$ cat config.mk
export PLATFORM = sky130hd
export DESIGN_NAME = bcd2bin_conv
export DESIGN_NICKNAME = d
export VERILOG_FILES = /design/src/rtl/bcd2bin_pkg.sv /design/src/rtl/bcd_digit_adj.sv /design/src/rtl/bcd2bin_conv.sv
export SDC_FILE = /design/constraint.sdc
export NUM_CORES = 1
export LEC_CHECK = 0
export ABC_AREA = 1
export CORE_MARGIN = 4
export CORE_UTILIZATION = 61
export CTS_CLUSTER_SIZE = 28
export DETAILED_ROUTE_END_ITERATION = 10
export DONT_BUFFER_PORTS = 1
export HOLD_SLACK_MARGIN = 0.06
export PLACE_DENSITY = 0.77
export SYNTH_ARGS = -nofsm -noshare
export SYNTH_HDL_FRONTEND = slang
export SYNTH_SLANG_ARGS = --single-unit
export TNS_END_PERCENT = 50
$ cat constraint.sdc
create_clock -name clk -period 2 [get_ports clk]
set_input_delay 0.3 -clock clk [delete_from_list [all_inputs] [get_ports clk]]
set_output_delay 0.3 -clock clk [all_outputs]
set_load 0.05 [all_outputs]
$ cat src/rtl/bcd2bin_pkg.sv
// Shared definitions for the bcd2bin core.
//   - FSM state encodings (kept as plain 2-bit constants for compatibility with
//     existing code that compares raw state values)
//   - default operand/result sizing
//   - digit_valid(): true when a 4-bit BCD digit holds 0..9
package bcd2bin_pkg;

  localparam logic [1:0] IDLE = 2'd0;
  localparam logic [1:0] CONV = 2'd1;
  localparam logic [1:0] DONE = 2'd2;

  localparam int DEF_NDIG = 2;
  localparam int DEF_BW   = 7;

  function automatic logic digit_valid(input logic [3:0] d);
    return d <= 4'd9;
  endfunction

endpackage

$ cat src/rtl/bcd_digit_adj.sv
// Single-digit correction step of reverse double-dabble.
// After the right shift, a digit that is >= 8 has picked up a bit worth 8
// that should have been worth 5 (half of ten), so subtract 3.
//   digit  in   4  shifted BCD digit
//   adj    out  4  corrected digit
module bcd_digit_adj (
  input  logic [3:0] digit,
  output logic [3:0] adj
);

  // Subtraction happens only for values >= 8, so it never wraps.
  assign adj = (digit >= 4'd8) ? digit - 4'd3 : digit;

endmodule

$ cat src/rtl/bcd2bin_conv.sv
// Sequential BCD-to-binary converter (reverse double-dabble).
// One right shift plus digit correction per cycle; BW cycles per conversion.
// Outputs are registered so the downstream negedge result registers see
// stable data half a cycle after ld_out rises.
//   clk      in   1       clock, rising-edge state updates
//   reset    in   1       synchronous, active-high
//   start    in   1       conversion request, sampled only in IDLE
//   bcd_in   in   4*NDIG  packed BCD operand, digit 0 in [3:0]
//   busy     out  1       high in CONV or DONE
//   done     out  1       one-cycle pulse, bin_out/err valid
//   ld_out   out  1       load strobe, same timing as done
//   bin_out  out  BW      binary result, held until next done
//   err      out  1       invalid digit seen, held until next accepted start
module bcd2bin_conv
  import bcd2bin_pkg::*;
#(
  parameter int NDIG = DEF_NDIG,
  parameter int BW   = DEF_BW
) (
  input  logic              clk,
  input  logic              reset,
  input  logic              start,
  input  logic [4*NDIG-1:0] bcd_in,
  output logic              busy,
  output logic              done,
  output logic              ld_out,
  output logic [BW-1:0]     bin_out,
  output logic              err
);

  localparam int DW = 4 * NDIG;
  localparam int SW = DW + BW;
  localparam int CW = (BW > 1) ? $clog2(BW) : 1;
  localparam logic [CW-1:0] CNT_LAST = CW'(BW - 1);

  if ((2 ** BW) < (10 ** NDIG)) begin : g_bw_check
    $error("bcd2bin_conv: BW too small to hold 10**NDIG - 1");
  end

  logic [1:0]    state;
  logic [CW-1:0] cnt;
  logic [SW-1:0] sh;        // {bcd_field, bin_field}
  logic [SW-1:0] sh_shift;
  logic [SW-1:0] sh_next;
  logic [DW-1:0] bcd_adj;
  logic          all_valid;

  assign sh_shift = sh >> 1;

  for (genvar g = 0; g < NDIG; g++) begin : g_adj
    bcd_digit_adj u_adj (
      .digit (sh_shift[BW + 4*g +: 4]),
      .adj   (bcd_adj[4*g +: 4])
    );
  end

  // Only the BCD field is corrected; bits already shifted into the binary
  // field are final.
  assign sh_next = {bcd_adj, sh_shift[BW-1:0]};

  always_comb begin
    // NOTE: default assignment first so no path leaves all_valid unassigned,
    // which would otherwise infer a latch.
    all_valid = 1'b1;
    for (int i = 0; i < NDIG; i++) begin
      if (!digit_valid(bcd_in[4*i +: 4])) all_valid = 1'b0;
    end
  end

  // NOTE: sequential state uses non-blocking assignments so every register
  // samples the pre-edge values, independent of statement order.
  always_ff @(posedge clk) begin
    if (reset) begin
      state   <= IDLE;
      cnt     <= '0;
      sh      <= '0;
      done    <= 1'b0;
      ld_out  <= 1'b0;
      bin_out <= '0;
      err     <= 1'b0;
    end else begin
      done   <= 1'b0;
      ld_out <= 1'b0;
      case (state)
        IDLE: begin
          if (start) begin
            if (all_valid) begin
              sh    <= {bcd_in, {BW{1'b0}}};
              cnt   <= '0;
              err   <= 1'b0;
              state <= CONV;
            end else begin
              // Invalid operand skips conversion entirely.
              err     <= 1'b1;
              bin_out <= '0;
              state   <= DONE;
            end
          end
        end
        CONV: begin
          sh  <= sh_next;
          cnt <= cnt + 1'b1;
          if (cnt == CNT_LAST) begin
            bin_out <= sh_next[BW-1:0];
            state   <= DONE;
          end
        end
        DONE: begin
          // Strobes are registered here, so they are high during the cycle
          // after DONE while the FSM is already back in IDLE.
          done   <= 1'b1;
          ld_out <= 1'b1;
          state  <= IDLE;
        end
        default: state <= IDLE;
      endcase
    end
  end

  assign busy = (state == CONV) || (state == DONE);

  // A complete conversion must have drained every BCD digit.
  always_ff @(posedge clk) begin
    if (!reset && state == CONV && cnt == CNT_LAST) begin
      assert (sh_next[SW-1:BW] == '0)
        else $error("bcd2bin_conv: residual BCD field after conversion");
    end
  end

endmodule

==> flow_summary.yaml, run 1 <==
final_layout:
  stdcell_count: 241
  regArea_um2: 561
  area_growth_pct: 4.39
  fillers: 194
  layout-drive-gt1-share: 0.0845
  final_cell_mix: "54 x nand2_1, 38 x nor2_1, 28 x dfxtp_1, 24 x inv_1, 14 x a21oi_1"
  finalNetCount: 232
  multi_input_area_um2: 734
  layout_commonest_cell: "nand2_1"
  stdcell_area_mm2: 0.00152
  num_antenna_cells: 0
worst_setup_path:
  crit_arrival_ps: 2120
  crit_path_start: "state[1]$_SDFFE_PP0P_"
  timing.rr.start: "state[1]$_SDFFE_PP0P_"
  path_max_fanout: 17
  crit_type: "reg2reg"
  cp_data_required_time_ps: 2270
  cp-end-kind: "flip-flop"
  cp-start-kind: "flip-flop"
worst_hold_path:
  worstHoldStart: "bcd_in[7]"
  holdCritPathClass: "in2reg"
pwr:
  p_comb_frac: 0.467
  powerDensity_mw_per_mm2: 1730
  switching_share: 0.501
  p_seq_frac: 0.390
  netSwitchingPower_uw: 1310
  fin_total_pwr_uw: 2620
  internal_power_uw: 1310
  p_leak_uw: 0.000715
  ir_drop_uv: 1060
  clockPowerShare: 0.143
placement:
  port_buffers: 0
  hpwl_mm: 2.09
  dp.cells: 236
  place_area_mm2: 0.00145
  place_congestion: 0.830
route:
  post_drt_wl_per_cell_um: 12.4
  drcViolationCount: 0
  ant_nets: 0
  firstDrtPassIters: 4
  drtIter0Drc: 56
  routed_wl_mm: 2.99
  viasPerCell: 5.27
  vias: 1270
sta:
  setup-tns-final_ps: 0
  rsz0062_at_grt: "no"
  layout_min_cycle_time_ps: 1850
  hold_slack_ps: 95.3
  fin_crit_sh: 0.924
  relSlewSlack: 0.586
  hold_viol_final: 0
  slew_violations: 0
  setup_viol: 0
  fin_skew_ps: 9.94
  max_freq_mhz: 541
  worst_pin_slew_ps: 621
global_routing:
  grt_pass1_wl_mm: 5.22
  grt_max_degree: 24
  grt_overflow_total: 0
  grt_usage: 0.203
  antenna_found_initial: 0
  grt_pass1_vias: 1164
cts:
  cts_num_sinks: 28
  cts.path.max_buffers: 2
  cts_tree: "done"
  cts.repair.resized: 0
  clk_pin_slew_ps: 150
  hold_buffers: 1
  insertion_delay_ps: 340
  cts.htree.levels: 1
  cts_root_buf: "clkbuf_4"
  post_cts_buffers: 0
  cts_buffers: 3
synth:
  synth_area_mm2: 0.00145
  seq_area_frac_synth: 0.386
  yosys-top-cells-area: "dfxtp_1 39%, nand2_1 14%, nor2_1 9.8%, inv_1 6.2%, ha_1 6.0%"
  synth_top_area_frac: 0.386
  syn_inst: 215
  synth_warnings: 0
  synth_seq_cells: 28
  synth_top_area_cell: "dfxtp_1"
  synth.avg_cell_area_um2: 6.76
  synth_nets: 233
  synth.distinct_cells: 22
floorplanning:
  row_count: 17
  dieArea_mm2: 0.00323
  die_y_um: 56.8
  die_w_um: 56.8
  start_util: 0.650
  num_io_pins: 22
  core_mm2: 0.00223
status:
  outcome: "complete, no violations"
flow_run:
  drv_cap: 0
[logic make-up after synthesis]
kind of cell	share of synthesized area
simple gates	0.310
buf+inv	0.109
compound gates	0.135
flops	0.386
fa+ha+maj	0.0603
[layer usage]
metal  GRT usage  vias to the layer above  routed length [um]
li1            -                      665                   -
met2       0.338                       42                1410
met4      0.0596                        0                  38
met1       0.261                      558                1310
met3      0.0437                        5                 231
met5           0                        -                   0
[cell type report]
type	count	share of cell area
clock inverter	1	0.0198
sequential	28	0.370
clock buffer	3	0.0149
tap	28	0.0231
timing repair buffer	3	0.0165
inverter	29	0.0718
multi-input combinational	149	0.484
[final timing paths]
path	depth (start not counted)	slack, ps	endpoint
setup reg to reg	7	150	cnt[0]$_SDFFE_PP0P_
hold / removal	2	100	sh[14]$_SDFFE_PP0P_
setup / recovery	7	150	cnt[0]$_SDFFE_PP0P_
hold reg to reg	2	480	sh[1]$_SDFFE_PP0P_
[cell usage after synthesis]
master    instances
nand2_1          54
nor2_1           38
dfxtp_1          28
inv_1            24
a21oi_1          14
o21ai_1          12
ha_1              7
o21ai_0           7
nand4_1           6
inv_2             5
clkbuf_1          4
buf_2             3
nand3_2           2
o21ai_2           2
or2_1             2
a31oi_1           1
buf_4             1
buf_6             1
nand2_2           1
nand2_4           1
nand3_4           1
o211ai_1          1
[sequential cells by signal (all words and copies together), names as in the netlist]
name     cells
bin_out      7
cnt          3
err          1
ld_out       1
sh          14
state        2
[power groups by stage]
stage	registers, uW	logic [uW]	clock network [uW]
2_1_floorplan	1020	1040	0
3_3_place_gp	1020	1180	0
3_5_place_dp	1030	1210	0
4_1_cts	1020	1220	386
5_1_grt	1040	1410	407
6_report	1020	1220	375
[worst max-delay path, stage by stage (launching register included)]
cell and delay [ps]:
dfxtp_1 360, inv_1 80, ha_1 430, inv_2 200, or2_1 300, nand2_4 180, nand2_1 80, a21oi_1 160
[metrics by stage]
step | utilization | setup slack [ps]
after floorplan | - | 613
after CTS | 0.679 | 154
after global routing | 0.679 | 0.328
after detailed placement | 0.651 | 213
final | 0.679 | 152
after global placement | 0.651 | 332
No activity file was read; power rests on OpenSTA's default activity.
==> run 2, diff against run 1 <==
--- a/config.mk
+++ b/config.mk
@@ -7,12 +7,11 @@
 export LEC_CHECK = 0
 export ABC_AREA = 1
 export CORE_MARGIN = 4
-export CORE_UTILIZATION = 61
+export CORE_UTILIZATION = 53
 export CTS_CLUSTER_SIZE = 28
 export DETAILED_ROUTE_END_ITERATION = 10
-export DONT_BUFFER_PORTS = 1
 export HOLD_SLACK_MARGIN = 0.06
-export PLACE_DENSITY = 0.77
+export PLACE_DENSITY = 0.79
 export SYNTH_ARGS = -nofsm -noshare
 export SYNTH_HDL_FRONTEND = slang
 export SYNTH_SLANG_ARGS = --single-unit
==> flow_summary.yaml, run 2 (synthesized netlist as in run 1, its figures left out) <==
cts:
  post_cts_buffers: 0
  clk_pin_slew_ps: 150
  cts_buffers: 3
  cts.repair.resized: 0
  insertion_delay_ps: 320
  cts_tree: "done"
  cts_root_buf: "clkbuf_4"
  cts.htree.levels: 1
  hold_buffers: 0
  cts_num_sinks: 28
  cts.path.max_buffers: 2
worst_setup_path:
  cp-start-kind: "flip-flop"
  crit_type: "reg2out"
  worst_r2r_endpoint: "bin_out[5]$_SDFFE_PP0P_"
  cp_slowest_cell: "clkdlybuf4s50_1"
  reg2regPathDepth: 10
  cp-end-kind: "output pin"
  path_max_fanout: 2
  crit_arrival_ps: 1500
  endpoint: "bin_out[5]"
  worst-path-stages: 1
  timing.rr.start: "state[1]$_SDFFE_PP0P_"
  worst-path-buf-inv: 1
  crit_path_start: "bin_out[5]$_SDFFE_PP0P_"
  crit_path_max_incr_delay_ps: 810
  cpLargestDelayFamily: "buffers and inverters"
  cp_data_required_time_ps: 1700
  r2r_slack_ps: 300
  path_cells: "clkdlybuf4s50_1"
final_layout:
  largest-register: "sh"
  layout-drive-gt1-share: 0.0815
  layout_commonest_cell: "nand2_1"
  area_growth_pct: 16.6
  top_regs: "sh x14, bin_out x7, cnt x3"
  num_antenna_cells: 0
  fillers: 242
  largest_reg_flops: 14
  finalNetCount: 253
  fin_util: 0.666
  final_cell_mix: "54 x nand2_1, 38 x nor2_1, 28 x dfxtp_1, 24 x inv_1, 20 x clkdlybuf4s50_1"
route:
  post_drt_wl_per_cell_um: 11.5
  ant_nets: 0
  drtIter0Drc: 38
  firstDrtPassIters: 4
  drcViolationCount: 0
  vias: 1353
  viasPerCell: 5.14
  routed_wl_mm: 3.03
floorplanning:
  die_w_um: 60.4
  dieArea_mm2: 0.00364
  row_count: 18
  core_mm2: 0.00254
  num_io_pins: 22
  start_util: 0.571
  die_y_um: 60.4
placement:
  place_congestion: 0.787
  hpwl_mm: 2.14
  port_buffers: 21
  preCtsSetupSlack_ps: 232
pwr:
  clockPowerShare: 0.088
  internal_power_uw: 1300
  powerDensity_mw_per_mm2: 1550
  p_seq_frac: 0.324
  p_leak_uw: 0.000781
  netSwitchingPower_uw: 1330
  switching_share: 0.506
  ir_drop_uv: 914
  p_comb_frac: 0.588
sta:
  slew_violations: 0
  fin_skew_ps: 8.58
  max_freq_mhz: 556
  layout_min_cycle_time_ps: 1800
  worst_pin_slew_ps: 501
  hold_viol_final: 0
  relSlewSlack: 0.665
  rsz0062_at_grt: "no"
  setup-tns-final_ps: 0
  timing.final.ws_setup_ps: 200
  setup_viol: 0
  fin_crit_sh: 0.900
flow_run:
  drv_cap: 0
global_routing:
  grt_pass1_wl_mm: 5.20
  grt_usage: 0.187
  grt_pass1_vias: 1220
  antenna_found_initial: 0
  grt_overflow_total: 0
  grt_max_degree: 24
status:
  outcome: "complete, no violations"
worst_hold_path:
  holdCritPathClass: "reg2reg"
## run 2: cell types whose count changed in the layout (fill, tap and decap cells not counted), sizes merged
cell and change:
clkdlybuf4s50 +20, dlygate4sd3 -1, bufinv -1, buf +2
## run 2: how the worst min path moves through the flow
stage	startpoint	endpoint	cells after the start
floorplan	reset	cnt[0]$_SDFFE_PP0P_	1
global placement	sh[1]$_SDFFE_PP0P_	sh[1]$_SDFFE_PP0P_	2
detailed placement	sh[1]$_SDFFE_PP0P_	sh[1]$_SDFFE_PP0P_	2
CTS	sh[1]$_SDFFE_PP0P_	sh[1]$_SDFFE_PP0P_	2
global route	sh[1]$_SDFFE_PP0P_	sh[1]$_SDFFE_PP0P_	2
finish	sh[1]$_SDFFE_PP0P_	sh[1]$_SDFFE_PP0P_	2
## run 2: stage by stage
step                cell area, um^2  hold WS, ps  std cells  total power (uW)
floorplan                      1450          369        215              2060
global placement               1670          448        260              2360
detailed placement             1670          460        260              2400
CTS                            1690          480        263              2640
global route                   1690          511        263              2850
finish                         1690          480        263              2630
## run 2: layout make-up
cell class / count / area (um^2) / area share
multi-input cells: 149 / 734 / 0.434
repair buffers: 24 / 230 / 0.136
well taps: 30 / 37.5 / 0.0222
clock buffers: 3 / 22.5 / 0.0133
inverters: 29 / 109 / 0.0643
flip-flops and latches: 28 / 561 / 0.331
## run 2: power groups by stage
stage / clock network (uW) / logic (uW) / registers [uW]
final: 232 / 1550 / 851
after global routing: 267 / 1710 / 875
after CTS: 240 / 1550 / 850
after detailed placement: 0 / 1540 / 860
after global placement: 0 / 1510 / 849
after floorplan: 0 / 1040 / 1020
## run 2: routing by layer
metal,share of wire,GRT usage,up-vias
met2,0.49,0.332,34
met3,0.051,0.0298,7
met1,0.44,0.222,606
met4,0.016,0.0791,0
li1,-,-,706
met5,0,0,-
